[src/rtl/io_timer.sv]
// io_timer: memory-mapped countdown timer at byte addresses 0x7F00-0x7F0F with registered read data and IRQ.
// Optional macro TIMER_PRESCALER_EN adds CTRL[15:8] = PS, giving one count tick every PS+1 counting cycles.
module io_timer (
   input  logic        clk,
   input  logic        rst,
   input  logic [31:2] PrAddr,
   input  logic [31:0] PrWD,
   input  logic [3:0]  PrBE,
   input  logic        IOWrite,
   output logic [31:0] PrRD,
   output logic        IRQ
);

   typedef enum logic [1:0] {IDLE, LOAD, CNT, INT} state_t;

   state_t      state, state_next;
   logic [3:0]  ctrl, ctrl_d;
   logic [31:0] preset, preset_d;
   logic [31:0] count, count_d;
   logic [31:0] ctrl_word, rd_d;
   logic        sel, wr_ctrl, wr_preset, stop_wr, tick, auto_reload, irq_d;
   logic        addr_unused;

   // Only PrAddr[15:4] takes part in decode; the upper address bits alias.
   assign addr_unused = ^PrAddr[31:16];
   assign sel         = (PrAddr[15:4] == 12'h7F0);
   assign wr_ctrl     = sel && IOWrite && (PrAddr[3:2] == 2'd0);
   assign wr_preset   = sel && IOWrite && (PrAddr[3:2] == 2'd1);
   assign stop_wr     = wr_ctrl && PrBE[0] && !PrWD[0];
   assign auto_reload = (ctrl[2:1] == 2'b01);

`ifdef TIMER_PRESCALER_EN
   logic [7:0] ps, ps_d, ps_cnt;

   always_comb begin
      ps_d = ps;
      if (wr_ctrl && PrBE[1])
         ps_d = PrWD[15:8];
   end

   assign tick      = (ps_cnt == ps);
   assign ctrl_word = {16'd0, ps, 4'd0, ctrl};

   always_ff @(posedge clk or posedge rst) begin
      if (rst) begin
         ps     <= '0;
         ps_cnt <= '0;
      end else begin
         ps <= ps_d;
         if (state != CNT || tick)
            ps_cnt <= '0;
         else
            ps_cnt <= ps_cnt + 8'd1;
      end
   end
`else
   assign tick      = 1'b1;
   assign ctrl_word = {28'd0, ctrl};
`endif

   // NOTE: every combinational output gets a default before any branch, so no path leaves a latch behind.
   always_comb begin
      ctrl_d   = ctrl;
      preset_d = preset;
      if (wr_ctrl && PrBE[0])
         ctrl_d = PrWD[3:0];
      for (int i = 0; i < 4; i++)
         if (wr_preset && PrBE[i])
            preset_d[8*i +: 8] = PrWD[8*i +: 8];
   end

   // Counting follows the CTRL value already in the register; a write only lands next cycle.
   always_comb begin
      state_next = state;
      count_d    = count;
      case (state)
         IDLE: if (ctrl[0]) state_next = LOAD;
         LOAD: begin
            count_d    = preset;
            state_next = CNT;
         end
         CNT: begin
            if (!ctrl[0]) begin
               state_next = IDLE;
            end else if (tick) begin
               if (count <= 32'd1) begin
                  count_d    = '0;
                  state_next = INT;
               end else begin
                  count_d = count - 32'd1;
               end
            end
         end
         INT: begin
            if (!ctrl[0])
               state_next = IDLE;
            else if (auto_reload)
               state_next = LOAD;
         end
         default: state_next = IDLE;
      endcase
      // Clearing EN stops the timer at the very next edge, whatever state it is in.
      if (stop_wr)
         state_next = IDLE;
   end

   assign irq_d = ctrl_d[3] && (state_next == INT);

   always_comb begin
      rd_d = '0;
      if (sel) begin
         case (PrAddr[3:2])
            2'd0:    rd_d = ctrl_word;
            2'd1:    rd_d = preset;
            2'd2:    rd_d = count;
            default: rd_d = '0;
         endcase
      end
   end

   // NOTE: sequential state uses non-blocking assignments so every register samples pre-edge values.
   always_ff @(posedge clk or posedge rst) begin
      if (rst) begin
         state  <= IDLE;
         ctrl   <= '0;
         preset <= '0;
         count  <= '0;
         PrRD   <= '0;
         IRQ    <= 1'b0;
      end else begin
         state  <= state_next;
         ctrl   <= ctrl_d;
         preset <= preset_d;
         count  <= count_d;
         PrRD   <= rd_d;
         IRQ    <= irq_d;
      end
   end

endmodule

[config.mk]
export PLATFORM = sky130hd
export DESIGN_NAME = io_timer
export DESIGN_NICKNAME = d
export VERILOG_FILES = /design/src/rtl/io_timer.sv
export SDC_FILE = /design/constraint.sdc
export NUM_CORES = 1
export LEC_CHECK = 0
export CAP_MARGIN = 0
export CORE_ASPECT_RATIO = 2
export CORE_MARGIN = 2
export CORE_UTILIZATION = 36
export CTS_BUF_LIST = sky130_fd_sc_hd__clkbuf_4
export DETAILED_ROUTE_END_ITERATION = 10
export SYNTH_ARGS = -nofsm -noshare
export SYNTH_HDL_FRONTEND = slang
export SYNTH_SLANG_ARGS = --single-unit
[constraint.sdc]
create_clock -name clk -period 4.3 [get_ports clk]
set_input_delay 1.29 -clock clk [delete_from_list [all_inputs] [get_ports clk]]
set_output_delay 1.29 -clock clk [all_outputs]
set_load 0.02 [all_outputs]
==> flow_summary.json <==
{
  "status": "completed",
  "grt_pass1_wl_um": 23300,
  "rows": 61,
  "stdcell_area_sq_mm": 0.00626,
  "synth.avg_cell_area_sq_um": 10.6,
  "tightest_slew_ns": 0.887,
  "antenna_found_initial": 1,
  "synth_compound_area_frac": 0.176,
  "worst_setup_hold_path_clk_slew_ns": 0.15,
  "dieArea_sq_mm": 0.0150,
  "cp-end-kind": "flop",
  "critPathBufInv": 1,
  "hold_violations": 0,
  "cpPeakStageDelay_ns": 0.71,
  "drtIter0Drc": 451,
  "drt_wl_total_um": 14300,
  "ys_warn_count": 0,
  "multi_input_area_sq_mm": 0.00232,
  "routedWlPerCell_um": 19.0,
  "gr-total-overflow": 0,
  "core-area_sq_mm": 0.0138,
  "reg2reg_depth": 4,
  "min_period_ns": 3.32,
  "dpl-instance-area_sq_mm": 0.00612,
  "p_seq_frac": 0.623,
  "hold_path.class": "flop to flop",
  "yosysSeqAreaShare": 0.511,
  "cts_buffer_depth": 2,
  "final_common_cell": "dfrtp_1",
  "r2r_slack_ns": 1.65,
  "p_leak_nw": 2.79,
  "cts-root-buf": "clkbuf_4",
  "fp.dieW_um": 87.7,
  "synth_xor_area_frac": 0,
  "cts_tree": "done",
  "synthesis.nets": 549,
  "cp.arrival_ns": 3.68,
  "finalNetCount": 628,
  "cts_setup_buffers": 0,
  "ir_drop_mv": 0.115,
  "ys_types": 60,
  "area_growth_pct": 24.0,
  "p_per_area_mw_per_mm2": 249,
  "grt.total_usage": 0.200,
  "clock_sinks": 103,
  "grt_pass1_vias": 4436,
  "rsz0062_at_grt": "no",
  "p_comb_frac": 0.056,
  "fillers": 1338,
  "io_buffer_count": 85,
  "vias": 4315,
  "setup_viol": 0,
  "cell_internal_pwr_w": 0.00120,
  "synth_cells": 478,
  "dr.pass1.iters": 6,
  "die_h_um": 171,
  "p_switching_w": 0.000357,
  "drive_above_1_share": 0.151,
  "clkLatencyLatePin_ns": 0.47,
  "seqCellArea_sq_mm": 0.00258,
  "hold_buffers": 0,
  "crit_required_ns": 4.65,
  "drv_slew": 0,
  "post-route-period-util": 0.772,
  "finish.utilization": 0.453,
  "ys_async_sr_fraction": 1.00,
  "fmax_mhz": 301,
  "switching_share": 0.230,
  "yosys.area_share.simple": 0.184,
  "holdCritStartpoint": "ctrl[3]",
  "cp_num_cells": 6,
  "mostFrequentLayoutCells": "dfrtp_1 (103), clkdlybuf4s50_1 (85), nor2_1 (59)",
  "syn_area_sq_mm": 0.00504,
  "startpoint_type": "input port",
  "synth_fa_ha_area_frac": 0.00496,
  "critPathSlowestCell": "nor2_1",
  "crit_family": "simple AND/OR/NAND/NOR gates",
  "path_max_fanout": 8,
  "htreeDepth": 3,
  "io_pins": 102,
  "synthMuxAreaShare": 0.0923,
  "antenna_left": 0,
  "relSlewSlack": 0.406,
  "worstHoldEndpoint": "ctrl[3]",
  "grt_max_degree": 45,
  "clockPowerShare": 0.321,
  "synth_ff_type": "dfrtp_1",
  "synth_top_family_by_area": "simple AND/OR/NAND/NOR gates",
  "drc": 0,
  "synth_edf_count": 0,
  "min_delay_path_depth": 1,
  "cts-resized-gates": 0,
  "max_cap_violations": 0,
  "crit_chain": "clkdlybuf4s50_1 > nor4b_1 > nand3_1 > nor2_1 > nand2_1 > mux2_2",
  "start_util": 0.365,
  "regToRegStartpoint": "state[0]",
  "vias_per_cell": 5.74,
  "hpwl_um": 10300,
  "skew_ns": 0.0225,
  "finalSetupTns_ns": 0,
  "globalplace.congestion": 0.963,
  "r2r-end": "count[13]",
  "criticalPathCategory": "input port to flop",
  "ys_ff_latch": 103,
  "cts_made_buffers": 9
}
## flip-flops by register name, indices dropped and copies added, names as in the netlist
| signal | count |
|---|---|
| preset | 32 |
| IRQ | 1 |
| ctrl | 4 |
| PrRD | 32 |
| state | 2 |
| count | 32 |
## how the worst max path moves through the flow
| stage | to | slack (ns) | startpoint |
|---|---|---|---|
| after floorplan | IRQ | 0.31 | rst |
| after global placement | preset[4] | 0.55 | PrAddr[5] |
| after detailed placement | preset[20] | 0.51 | PrAddr[5] |
| after CTS | preset[19] | 1.01 | PrAddr[5] |
| after global routing | preset[19] | 0.89 | PrAddr[5] |
| final | preset[19] | 0.98 | PrAddr[5] |
## area by class of cell
cell class | instances | share of cell area
well taps | 189 | 0.0378
repair buffers | 98 | 0.152
inverters | 8 | 0.00520
clock inverters | 6 | 0.00980
multi-input cells | 337 | 0.371
flip-flops and latches | 103 | 0.412
diodes | 1 | 0.000400
clock buffers | 10 | 0.0120
## per-layer routing
| metal | track usage | part of all wire | vias to the layer above | wire, um |
|---|---|---|---|---|
| li1 | - | - | 1960 | - |
| met2 | 0.355 | 0.54 | 163 | 7750 |
| met5 | 0 | 0 | - | 0 |
| met4 | 0.112 | 0.052 | 0 | 738 |
| met1 | 0.218 | 0.36 | 2149 | 5130 |
| met3 | 0.0365 | 0.049 | 43 | 701 |
## synthesized netlist by cell type (all sizes together), types with 3 or more instances
cell    count  area share
o21ai      12       0.013
nor2b       4      0.0050
nand2b      4      0.0050
dfrtp     103        0.51
a221o       5      0.0099
nand3b      3      0.0045
a32oi      10       0.017
a31o        4      0.0069
a31oi       6      0.0074
nand3      11       0.012
clkbuf     26       0.019
o31ai       9       0.013
nor4       12       0.022
nor2       59       0.044
or3         8      0.0099
a22oi      35       0.052
o311a       3      0.0060
nand4       6      0.0087
o41ai       5      0.0087
or2         3      0.0037
mux2i       6       0.012
a22o        4      0.0069
mux2       36       0.080
and2        3      0.0037
a21oi       8      0.0079
or4         5      0.0084
o211ai      6      0.0089
nor3       14       0.015
nand2      36       0.027
inv         8      0.0060
buf         4      0.0067
## stage by stage
step	power, W	std cells	setup WS (ns)	hold WS [ns]
after floorplan	0.00101	478	0.306	0.466
after global placement	0.00108	735	0.547	0.514
after detailed placement	0.00108	735	0.510	0.520
after CTS	0.00158	751	1.01	0.555
after global routing	0.00162	752	0.893	0.580
final	0.00156	752	0.978	0.553
## logic make-up (layout without fill, tap and decap cells)
| family | count (synthesis) | in the layout |
|---|---|---|
| fa+ha+maj | 2 | 2 |
| other cells | 0 | 1 |
| compound gates | 117 | 117 |
| buf+inv | 38 | 122 |
| flops | 103 | 103 |
| simple gates | 176 | 176 |
| mux | 42 | 42 |
## power by group through the flow
| stage | registers [W] | clock network (W) | logic (W) |
|---|---|---|---|
| after floorplan | 0.000987 | 0 | 0.0000270 |
| after detailed placement | 0.000987 | 0 | 0.0000889 |
| after global routing | 0.000970 | 0.000556 | 0.0000957 |
| final | 0.000969 | 0.000500 | 0.0000868 |
| after CTS | 0.000970 | 0.000520 | 0.0000893 |
| after global placement | 0.000987 | 0 | 0.0000876 |
## worst reg2reg max path, cell delays in order, from the launching register on
cell	delay (ns)
dfrtp_1	0.80
nand2b_1	0.32
nand2_1	0.53
nand3_1	0.46
o311ai_0	0.44
Note: power is estimated with default switching activity, not from simulation.
